--- config.mk ---
export PLATFORM = sky130hd
export DESIGN_NAME = key_mode_ctrl
export DESIGN_NICKNAME = d
export VERILOG_FILES = /design/src/rtl/key_mode_ctrl_pkg.sv /design/src/rtl/key_mode_ctrl_debounce.sv /design/src/rtl/key_mode_ctrl.sv
export SDC_FILE = /design/constraint.sdc
export NUM_CORES = 1
export LEC_CHECK = 0
export CORE_MARGIN = 5
export CORE_UTILIZATION = 50
export CTS_BUF_LIST = sky130_fd_sc_hd__clkbuf_16
export CTS_CLUSTER_DIAMETER = 150
export DETAILED_ROUTE_END_ITERATION = 7
export PLACE_DENSITY = 0.66
export REMOVE_ABC_BUFFERS = 1
export SKIP_LAST_GASP = 1
export SYNTH_ARGS = -nofsm -noshare
export SYNTH_HDL_FRONTEND = slang
export SYNTH_SLANG_ARGS = --single-unit
--- constraint.sdc ---
create_clock -name CLK -period 2.3 [get_ports CLK]
set_input_delay 0.345 -clock CLK [delete_from_list [all_inputs] [get_ports CLK]]
set_output_delay 0.345 -clock CLK [all_outputs]
set_load 0.01 [all_outputs]
--- src/rtl/key_mode_ctrl_pkg.sv ---
// key_mode_ctrl_pkg
//   Shared helpers for the run-mode selector:
//     CLOG2          - ceiling log2, evaluated at elaboration time
//     mode_width     - width of the mode index, never below 1
//     released_level - pin level of a key that is not pressed
package key_mode_ctrl_pkg;

    function automatic int CLOG2(input int value);
        int r;
        r = 0;
        for (int i = 0; i < 31; i++) begin
            if ((1 << i) < value) r = i + 1;
        end
        return r;
    endfunction

    function automatic int mode_width(input int num_modes);
        return (CLOG2(num_modes) < 1) ? 1 : CLOG2(num_modes);
    endfunction

    function automatic logic released_level(input int key_active_low);
        return (key_active_low != 0) ? 1'b1 : 1'b0;
    endfunction

endpackage

--- src/rtl/key_mode_ctrl_debounce.sv ---
// key_debounce
//   One push-button front end: 2-flop synchroniser, debounce counter,
//   hold counter and single-cycle press / long-press events.
//   Ports:
//     CLK, RST_N  - clock, asynchronous active-low reset
//     Key_Raw     - raw asynchronous pin
//     Key_Level   - debounced level, 1 = pressed
//     Key_Press   - one cycle on a debounced released->pressed edge
//     Key_Long    - one cycle when a hold reaches LONG_PRESS_CYCLES
module key_debounce
    import key_mode_ctrl_pkg::*;
#(
    parameter int DEBOUNCE_CYCLES   = 1000000,
    parameter int LONG_PRESS_CYCLES = 50000000,
    parameter int KEY_ACTIVE_LOW    = 1
) (
    input  logic CLK,
    input  logic RST_N,
    input  logic Key_Raw,
    output logic Key_Level,
    output logic Key_Press,
    output logic Key_Long
);

    localparam logic REL  = released_level(KEY_ACTIVE_LOW);
    localparam int   DB_W = (CLOG2(DEBOUNCE_CYCLES + 1) < 1) ? 1 : CLOG2(DEBOUNCE_CYCLES + 1);
    localparam int   HD_W = (CLOG2(LONG_PRESS_CYCLES + 1) < 1) ? 1 : CLOG2(LONG_PRESS_CYCLES + 1);
    localparam logic [DB_W-1:0] DB_MAX   = DB_W'(DEBOUNCE_CYCLES);
    localparam logic [HD_W-1:0] HOLD_MAX = HD_W'(LONG_PRESS_CYCLES);

    logic            sync_p0, sync_p1;
    logic            sync_vld_p0, sync_vld_p1;
    logic            deb_lvl_p2;
    logic [DB_W-1:0] deb_cnt;
    logic            pressed_p2, pressed_p3;
    logic            armed;
    logic [HD_W-1:0] hold_cnt;
    logic            long_fired;

    // Stage p0/p1: synchroniser. The valid bits mark when sync_p1 really
    // reflects the pin rather than the reset value.
    always_ff @(posedge CLK or negedge RST_N) begin
        if (!RST_N) begin
            sync_p0     <= REL;
            sync_p1     <= REL;
            sync_vld_p0 <= 1'b0;
            sync_vld_p1 <= 1'b0;
        end else begin
            sync_p0     <= Key_Raw;
            sync_p1     <= sync_p0;
            sync_vld_p0 <= 1'b1;
            sync_vld_p1 <= sync_vld_p0;
        end
    end

    // Stage p2: debounce. The counter only advances while the levels disagree,
    // so any agreeing cycle restarts the qualification window.
    always_ff @(posedge CLK or negedge RST_N) begin
        if (!RST_N) begin
            deb_lvl_p2 <= REL;
            deb_cnt    <= '0;
        end else if (sync_p1 == deb_lvl_p2) begin
            deb_cnt    <= '0;
        end else if (deb_cnt == DB_MAX) begin
            deb_lvl_p2 <= sync_p1;
            deb_cnt    <= '0;
        end else begin
            deb_cnt    <= deb_cnt + DB_W'(1);
        end
    end

    assign pressed_p2 = (deb_lvl_p2 != REL);

    // Stage p3: edge history, arming and hold counting. A key held through
    // reset stays disarmed until it has been seen released, so it cannot
    // produce a press on its first debounce after reset.
    always_ff @(posedge CLK or negedge RST_N) begin
        if (!RST_N) begin
            pressed_p3 <= 1'b0;
            armed      <= 1'b0;
            hold_cnt   <= '0;
            long_fired <= 1'b0;
        end else begin
            pressed_p3 <= pressed_p2;
            if (sync_vld_p1 && !pressed_p2 && (sync_p1 == REL)) armed <= 1'b1;
            if (!pressed_p2) begin
                hold_cnt   <= '0;
                long_fired <= 1'b0;
            end else begin
                if (hold_cnt != HOLD_MAX) hold_cnt <= hold_cnt + HD_W'(1);
                if (Key_Long) long_fired <= 1'b1;
            end
        end
    end

    assign Key_Level = pressed_p2;
    assign Key_Press = armed && pressed_p2 && !pressed_p3;
    assign Key_Long  = (LONG_PRESS_CYCLES != 0) && pressed_p2 &&
                       (hold_cnt == HOLD_MAX) && !long_fired;

endmodule

--- src/rtl/key_mode_ctrl.sv ---
// key_mode_ctrl
//   Run-mode selector driven by next/previous push-buttons.
//   Ports:
//     CLK, RST_N   - clock, asynchronous active-low reset
//     Key_Next     - raw button, step to next mode
//     Key_Prev     - raw button, step to previous mode
//     Mode_Lock    - freezes the mode and discards key events
//     Mode_Index   - registered current mode
//     Mode_OneHot  - registered LED drive, bit Mode_Index set
//     Mode_Change  - one-cycle pulse when Mode_Index takes a new value
module key_mode_ctrl
    import key_mode_ctrl_pkg::*;
#(
    parameter  int NUM_MODES         = 4,
    parameter  int RESET_MODE        = 0,
    parameter  int DEBOUNCE_CYCLES   = 1000000,
    parameter  int LONG_PRESS_CYCLES = 50000000,
    parameter  int KEY_ACTIVE_LOW    = 1,
    localparam int MODE_W            = mode_width(NUM_MODES)
) (
    input  logic                 CLK,
    input  logic                 RST_N,
    input  logic                 Key_Next,
    input  logic                 Key_Prev,
    input  logic                 Mode_Lock,
    output logic [MODE_W-1:0]    Mode_Index,
    output logic [NUM_MODES-1:0] Mode_OneHot,
    output logic                 Mode_Change
);

    localparam logic [MODE_W-1:0]    RESET_IDX  = MODE_W'(RESET_MODE);
    localparam logic [MODE_W-1:0]    LAST_IDX   = MODE_W'(NUM_MODES - 1);
    localparam logic [NUM_MODES-1:0] ONEHOT_ONE = NUM_MODES'(1);

    logic next_level, next_press, next_long;
    logic prev_level, prev_press, prev_long;
    logic unused_levels;
    logic [MODE_W-1:0]    mode_nxt;
    logic [NUM_MODES-1:0] onehot_nxt;

    key_debounce #(
        .DEBOUNCE_CYCLES   (DEBOUNCE_CYCLES),
        .LONG_PRESS_CYCLES (LONG_PRESS_CYCLES),
        .KEY_ACTIVE_LOW    (KEY_ACTIVE_LOW)
    ) u_key_next (
        .CLK       (CLK),
        .RST_N     (RST_N),
        .Key_Raw   (Key_Next),
        .Key_Level (next_level),
        .Key_Press (next_press),
        .Key_Long  (next_long)
    );

    key_debounce #(
        .DEBOUNCE_CYCLES   (DEBOUNCE_CYCLES),
        .LONG_PRESS_CYCLES (LONG_PRESS_CYCLES),
        .KEY_ACTIVE_LOW    (KEY_ACTIVE_LOW)
    ) u_key_prev (
        .CLK       (CLK),
        .RST_N     (RST_N),
        .Key_Raw   (Key_Prev),
        .Key_Level (prev_level),
        .Key_Press (prev_press),
        .Key_Long  (prev_long)
    );

    // Debounced levels are available for debug but not used by the mode logic.
    assign unused_levels = next_level ^ prev_level;

    // Priority: lock, long press, simultaneous presses, next, prev.
    always_comb begin
        mode_nxt = Mode_Index;
        if (!Mode_Lock) begin
            if (next_long || prev_long) begin
                mode_nxt = RESET_IDX;
            end else if (next_press && prev_press) begin
                mode_nxt = Mode_Index;
            end else if (next_press) begin
                mode_nxt = (Mode_Index == LAST_IDX) ? '0 : Mode_Index + MODE_W'(1);
            end else if (prev_press) begin
                mode_nxt = (Mode_Index == '0) ? LAST_IDX : Mode_Index - MODE_W'(1);
            end
        end
        onehot_nxt = ONEHOT_ONE << mode_nxt;
    end

    // Output registers: index, LEDs and change strobe update together.
    always_ff @(posedge CLK or negedge RST_N) begin
        if (!RST_N) begin
            Mode_Index  <= RESET_IDX;
            Mode_OneHot <= ONEHOT_ONE << RESET_MODE;
            Mode_Change <= 1'b0;
        end else begin
            Mode_Index  <= mode_nxt;
            Mode_OneHot <= onehot_nxt;
            Mode_Change <= (mode_nxt != Mode_Index);
        end
    end

endmodule
======== Word level (Yosys, flattened, before mapping) ========
Index checks and enable logic that the tools add are counted.
storage, ports and cells
  output and inout bits ................... 7
  flip-flop bits (word level) ............. 113
  word-level logic and storage cells ...... 86
  bits of input ports ..................... 5
operators by class
  eq/ne operators ......................... 10
  reductions and logical operators ........ 25
  bitwise gates (word level) .............. 4
  shift-type cells ........................ 1
  $add $sub $neg .......................... 6
  mux-type cells .......................... 19
operators by type and width
  cell                                              count
  two-way mux 26 bit                                4
  two-way mux 20 bit                                4
  adder 26 x 1 -> 26 bit, second input constant     2
  == test 26 bit, second input constant             2
  != test 26 bit, second input constant             2
  adder 20 x 1 -> 20 bit, second input constant     2
  == test 20 bit, second input constant             2
  two-way mux 2 bit                                 7
  logical AND 1 bit                                 13
  nonzero test 2 bit                                4
  zero test 1 bit                                   4
  two-way mux 1 bit                                 4
  NOT 1 bit                                         4
  AND reduction 2 bit                               2
  left shift 1 x 2 -> 4 bit, first input constant   1
  adder 2 x 1 -> 2 bit, second input constant       1
  == test 1 bit                                     2
  == test 2 bit, second input constant              1
  zero test 2 bit                                   1
  != test 2 bit                                     1
  subtractor 2 x 1 -> 2 bit, second input constant  1
  logical OR 1 bit                                  1

======== Longest topological paths before layout ========
Gate-level depths: netlist (run 1).
  depth after elaboration ................. 9
  gate-level depth with buffers ........... 7
  gate-level depth less buffers ........... 7

======== Cells and area by module ========
Synthesis (run 1) repeated with hierarchy kept, for this count alone.
unflattened totals
  cell total of the unflattened synthesis .. 601
  area total of the unflattened synthesis .. 5913.2 µm²
by module, submodules not included
  module                     instances  cells each  area each (µm²)  sequential area each (µm²)
  key_debounce (u_key_prev)  1          275         2730.1           1355.0
  key_debounce (u_key_next)  1          278         2701.3           1355.0
  key_mode_ctrl              1          48          481.7            176.4

======== Worst setup path after synthesis (run 1) ========
Ideal clock, no wire load.
  path kind ............................... reg2reg
  start point ............................. register u_key_next.hold_cnt[0]
  end point ............................... register Mode_Change
  cell stages (with the launch flop) ...... 8
  slack ................................... 0.370 ns
  arrival ................................. 1.829 ns
  path buffers ............................ 0
  period minus slack after synthesis ...... 1.930 ns
  setup time .............................. 0.101 ns
  data required time ...................... 2.199 ns
  path through ............................ dfrtp_1 inv_1 ha_1 and3b_1 nand4_1 or4_4 and2_4 o311ai_2
on the way
  longest elaborated chain between the ends .. 7
RTL lines
  what                    RTL line                      source
  from (decl)             key_mode_ctrl_debounce.sv:37  logic [HD_W-1:0] hold_cnt;
  from (signal assigned)  key_mode_ctrl_debounce.sv:90  if (hold_cnt != HOLD_MAX) hold_cnt <= hold_cnt + HD_W'(1);
  == test 26 bit          key_mode_ctrl_debounce.sv:99  (hold_cnt == HOLD_MAX) && !long_fired;
  logical AND 1 bit       key_mode_ctrl_debounce.sv:98  assign Key_Long = (LONG_PRESS_CYCLES != 0) && pressed_p2 &&
  logical AND 1 bit       key_mode_ctrl_debounce.sv:99
  logical OR 1 bit        key_mode_ctrl.sv:74           if (next_long || prev_long) begin
  two-way mux 2 bit       key_mode_ctrl.sv:74
  two-way mux 2 bit       key_mode_ctrl.sv:73           if (!Mode_Lock) begin
  != test 2 bit           key_mode_ctrl.sv:96           Mode_Change <= (mode_nxt != Mode_Index);
  to (signal assigned)    key_mode_ctrl.sv:96
  to (decl)               key_mode_ctrl.sv:28           output logic Mode_Change
No other way between the ends.
A chain may end at the register's enable or synchronous reset.

======== Worst setup path after layout (run 1) ========
  start point ............................. register u_key_prev.hold_cnt[0]
  end point ............................... register Mode_Change
on the way
  longest elaborated chain between the ends .. 7
RTL lines
  what                    RTL line
  from (decl)             key_mode_ctrl_debounce.sv:37
  from (signal assigned)  key_mode_ctrl_debounce.sv:90
  == test 26 bit          key_mode_ctrl_debounce.sv:99
  logical AND 1 bit       key_mode_ctrl_debounce.sv:98
  logical AND 1 bit       key_mode_ctrl_debounce.sv:99
  logical OR 1 bit        key_mode_ctrl.sv:74
  two-way mux 2 bit       key_mode_ctrl.sv:74
  two-way mux 2 bit       key_mode_ctrl.sv:73
  != test 2 bit           key_mode_ctrl.sv:96
No other way between the ends.

==> metrics, run 1 <==
run status completed; area grow syn2layout 16.2%; dominant synthesized flop cell dfrtp_1; cts repair resizes 0; Die Width 116 µm; Post-synth EDFFs 0; fmax 482 MHz; Post-CTS Repair Setup Buffers 0; Placed Cells 725; Hold Buf Count CTS 1; CP required 2.61 ns; WHS 0.311 ns; Post-synth ARST share 1.00; Post-synth top cells dfrtp_1 (106), nor2_1 (103), xnor2_1 (45); DRC viols 0; die area 0.0133 mm²; WP depth 7; final worst path period share 0.901; clk sinks 113; post-synth cell types 53; relative slew slack 0.562; #FFs+latches synth 113; worst skew pair latency 0.41 ns; cell family with most CP delay simple AND/OR/NAND/NOR gates; Post-Syn Area 0.00557 mm²; CP arrival 2.38 ns; Hold WC Path Type input port to async pin; total negative slack 0 ns; vias in the first global route 4120; total CTS buffers 17; final hold viol count 0; Final min period 2.07 ns; crit end category register; startpoint types register; row count 38; first-pass detailed-route iteration total 5; Core Area 0.0109 mm²; Critical Path Fanout Max 5; Worst-path clk slew 0.05 ns; drt wl/cell 13.7 µm; Cell Chain, Critical Path inv_1 > ha_1 > nor4bb_1 > nand4_1 > o31a_1 > and2_4 > o311ai_2; antenna violations before repair 0; Synth Warn # 0; Mapped Cells 575; CTS tree yes; post-DP HPWL 6960 µm; cell area after layout 0.00647 mm²; clock root buffer clkbuf_16; Antenna diodes 0; WP buf/inv 1; Seq/Total Area, Yosys 0.510; total wire length 10400 µm; routability cong. 0.856; Yosys top cell by area dfrtp_1; Via density 5.46; Worst Slack Setup Final 0.227 ns; Worst Tran Pin Value 0.656 ns; most frequent cell after synthesis dfrtp_1; antenna viol nets, final 0; Ports 12; Syn Area/Cell 9.68 µm²; share of layout cells above drive strength 1 0.0955; CP peak stage delay 0.42 ns; max cap viols 0; peak supply drop 0.000759 V; GR Overflow Total 0; max-slew violations 0; largest net degree at the start of global routing 55; Initial DRC Count 320; pwr/cell area 734 mW/mm²; first-pass GRT wire length 18700 µm; pre-CTS setup slack 0.220 ns; largest cells by area after synthesis dfrtp_1 (48%), xnor2_1 (7.1%), nor2_1 (6.9%); RSZ-0062 raised after global routing false; Die Ht 116 µm; nets@finish 620; Total GRT Usage 0.174; Via Count 4142; placed inst area 0.00592 mm²; Crit-path slowest cell dfrtp_1; H-tree depth 4; Worst Skew 0.00819 ns; Post-Layout Cell Count 758; share of the synthesized area in the top cell type 0.477; port bufs 11; Clock Tree Buf Depth 2; Initial Utilization 0.511; Leak 2.75 nW; Final setup violation count 0; Crit Path Category register to register; R2R depth 7
[layer usage]
metal,share of wire,up-vias,track usage
met3,0.043,12,0.0512
li1,-,2039,-
met5,0,-,0
met4,0.013,0,0.0681
met1,0.49,2031,0.236
met2,0.45,60,0.265
[through the flow]
step / power, mW / utilization
5_1_grt: 4.93 / 0.594
3_3_place_gp: 2.38 / 0.544
4_1_cts: 4.80 / 0.594
3_5_place_dp: 2.39 / 0.544
6_report: 4.75 / 0.594
2_1_floorplan: 2.23 / -
[sequential cells by signal, summed over array words and instances, names as in the netlist, 2 cells and up]
name                 count
Mode_OneHot              4
Mode_Index               2
u_key_prev.hold_cnt     26
u_key_next.hold_cnt     26
u_key_next.deb_cnt      20
u_key_prev.deb_cnt      20
[report_power, final]
group	internal, mW	leakage, nW	total [mW]	switching, mW
clock	1.54	0.286	2.40	0.853
sequential	2.04	1.51	2.06	0.0215
combinational	0.125	0.958	0.293	0.168
total	3.71	2.75	4.75	1.04
[area by class of cell]
cell class,instances,area [µm²]
Fill cell,921,4420
Sequential cell,113,2840
Multi-Input combinational cell,419,2560
Clock buffer,17,425
Timing Repair Buffer,26,248
Tap cell,140,175
Clock inverter,15,116
Inverter,28,105
[final timing paths]
| check | start | to | slack, ns |
|---|---|---|---|
| max | u_key_prev.hold_cnt[0] | Mode_Change | 0.23 |
| max reg2reg | u_key_prev.hold_cnt[0] | Mode_Change | 0.23 |
| min in group CLK | Key_Next | u_key_next.sync_p0 | 0.34 |
| min | RST_N | u_key_next.hold_cnt[13] | 0.31 |
| max in group asynchronous | RST_N | u_key_next.sync_p0 | 1.43 |
| min reg2reg | u_key_prev.sync_vld_p0 | u_key_prev.sync_vld_p1 | 0.35 |
[cell usage in the layout (no fill, tap or decap), drive strengths merged, types with 6 or more instances in the layout]
master / count
dfrtp: 106
nor2: 103
xnor2: 45
nand3: 41
inv: 34
xor2: 29
nand2: 28
nand4: 21
nor3: 20
clkbuf: 17
a21oi: 16
nor4: 15
buf: 15
o21ai: 12
or3: 10
ha: 10
clkdlybuf4s50: 10
and3: 9
dfstp: 7
clkinv: 6
[kinds of logic (layout without fill, tap and decap cells)]
kind of cell             after synthesis  count (layout)  share of synthesized area
multiplexers                           5               5                    0.00944
other                                  1               1                   0.000674
AO/OA/AOI/OAI                         45              45                     0.0506
flip-flops                           113             113                      0.510
AND/OR/NAND/NOR                      284             284                      0.261
XOR/XNOR                              74              74                      0.116
buffers and inverters                 43              86                     0.0299
adder cells (fa/ha/maj)               10              10                     0.0225
Note: power is estimated with default switching activity, not from simulation.
==> run 2: changes to the inputs <==
Settings changed: PLACE_DENSITY 0.66 to 0.76.
==> run 2 against run 1 <==
- sequential share of layout area shrank 0.83 points
- cell area grew 1.9%
- final cell count is the same
- utilization grew 1.1 points
- via count grew 0.89%
- sequential power is essentially flat
- non-clock buffer count is the same
- highest routed layer unchanged
==> metrics, run 2 (same netlist as run 1, synthesis figures left out) <==
GR Overflow Total 0; first-pass GRT wire length 19200 µm; Layout Utilization 0.606; Critical Path Fanout Max 5; Antenna diodes 0; fmax 459 MHz; total negative slack 0 ns; final hold viol count 0; Via Count 4179; total wire length 10900 µm; layer with the highest usage met2; WP depth 7; Ports 12; Worst Slack Setup Final 0.123 ns; Total Power 5.30 mW; Worst-path clk slew 0.05 ns; pwr/cell area 804 mW/mm²; worst skew pair latency 0.42 ns; crit end category register; CP required 2.60 ns; CP arrival 2.48 ns; Initial DRC Count 262; share of layout cells above drive strength 1 0.107; Post-CTS Repair Setup Buffers 0; startpoint types register; total CTS buffers 17; CTS tree yes; row count 38; Core Area 0.0109 mm²; Top Registers u_key_next.hold_cnt (26), u_key_prev.hold_cnt (26); R2R setup slack 0.12 ns; max cap viols 0; Die Ht 116 µm; Hold WC Path Type input port to register; Crit Reg-Reg Endpoint Mode_Change; vias in the first global route 4247; Die Width 116 µm; Final setup violation count 0; pre-CTS setup slack 0.220 ns; max-slew violations 0; Cell Chain, Critical Path inv_1 > ha_1 > and3b_1 > nand4_1 > or4_4 > and2_4 > o311ai_2; H-tree depth 4; commonest non-fill, non-tap cell in the layout dfrtp_1; Initial Utilization 0.511; Crit-path slowest cell or4_4; RSZ-0062 raised after global routing false; first-pass detailed-route iteration total 5; Total GRT Usage 0.180; clock root buffer clkbuf_16; DRC viols 0; Worst Tran Pin Value 0.670 ns; cts repair resizes 0; relative slew slack 0.552; CP peak stage delay 0.56 ns; Leak 2.78 nW; Via density 5.51; most frequent cells in the layout dfrtp_1 (106), nor2_1 (103), xnor2_1 (45); run status completed; Worst R2R Start u_key_next.hold_cnt[0]; cell area after layout 0.00660 mm²; Worst Skew 0.0114 ns; R2R depth 7; Crit Path Category register to register; clk sinks 113; peak supply drop 0.000615 V; routability cong. 0.876; Setup crit start u_key_next.hold_cnt[0]; largest net degree at the start of global routing 42; hold depth 1; CP endpoint Mode_Change; met1 usage 0.224; nets@finish 620; antenna violations before repair 0; post-DP HPWL 7140 µm; port bufs 11; antenna viol nets, final 0; die area 0.0133 mm²; drt wl/cell 14.3 µm; met2 Use GR 0.302; area grow syn2layout 18.5%; cell family with most CP delay simple AND/OR/NAND/NOR gates; placed inst area 0.00592 mm²; Clock Tree Buf Depth 2; final worst path period share 0.946; Final min period 2.18 ns; grt met3 use 0.0491; WP buf/inv 1
-- run 2: final cells by class --
cell class / count / area, µm²
multi-input combinational: 419 / 2560
tap: 140 / 175
clock inverter: 15 / 241
fill: 899 / 4290
timing repair buffer: 26 / 248
clock buffer: 17 / 425
sequential: 113 / 2840
inverter: 28 / 105
-- run 2: worst reg2reg max path: stages (launching register included) --
cell	delay, ns
dfrtp_1	0.43
inv_1	0.13
ha_1	0.16
and3b_1	0.16
nand4_1	0.15
or4_4	0.57
and2_4	0.20
o311ai_2	0.27
-- run 2: how the worst min path moves through the flow --
stage	from	end
final	Key_Next	u_key_next.sync_p0
after global routing	Key_Next	u_key_next.sync_p0
after CTS	Key_Next	u_key_next.sync_p0
after detailed placement	u_key_prev.sync_vld_p0	u_key_prev.sync_vld_p1
after global placement	u_key_prev.sync_vld_p0	u_key_prev.sync_vld_p1
after floorplan	RST_N	Mode_Change
-- run 2: metal layers --
layer,share of wire,vias up
met5,0,-
met4,0.017,0
met3,0.039,17
met2,0.49,68
met1,0.45,2053
li1,-,2041
-- run 2: timing repair --
item,in CTS,in global routing
endpoints found under the setup margin,0,0
endpoints found under the hold margin,34,0
hold buffers,1,0
-- run 2: through the flow --
stage | hold WS [ns] | instances
after CTS | 0.321 | 758
after floorplan | 0.0494 | 560
after global placement | 0.333 | 725
after detailed placement | 0.336 | 725
after global routing | 0.324 | 758
final | 0.333 | 758
-- run 2: power by group --
| group | internal (mW) | leakage [nW] | switching, mW |
|---|---|---|---|
| registers | 2.04 | 1.51 | 0.0218 |
| clock network | 2.02 | 0.318 | 0.931 |
| logic | 0.124 | 0.956 | 0.168 |
| total | 4.18 | 2.78 | 1.12 |
==> run 3: changes to the inputs <==
Settings changed: HOLD_SLACK_MARGIN from default to 0.05.
==> results of run 3 <==
Same layout as run 2: the final DEF is identical, and so are final timing and power.
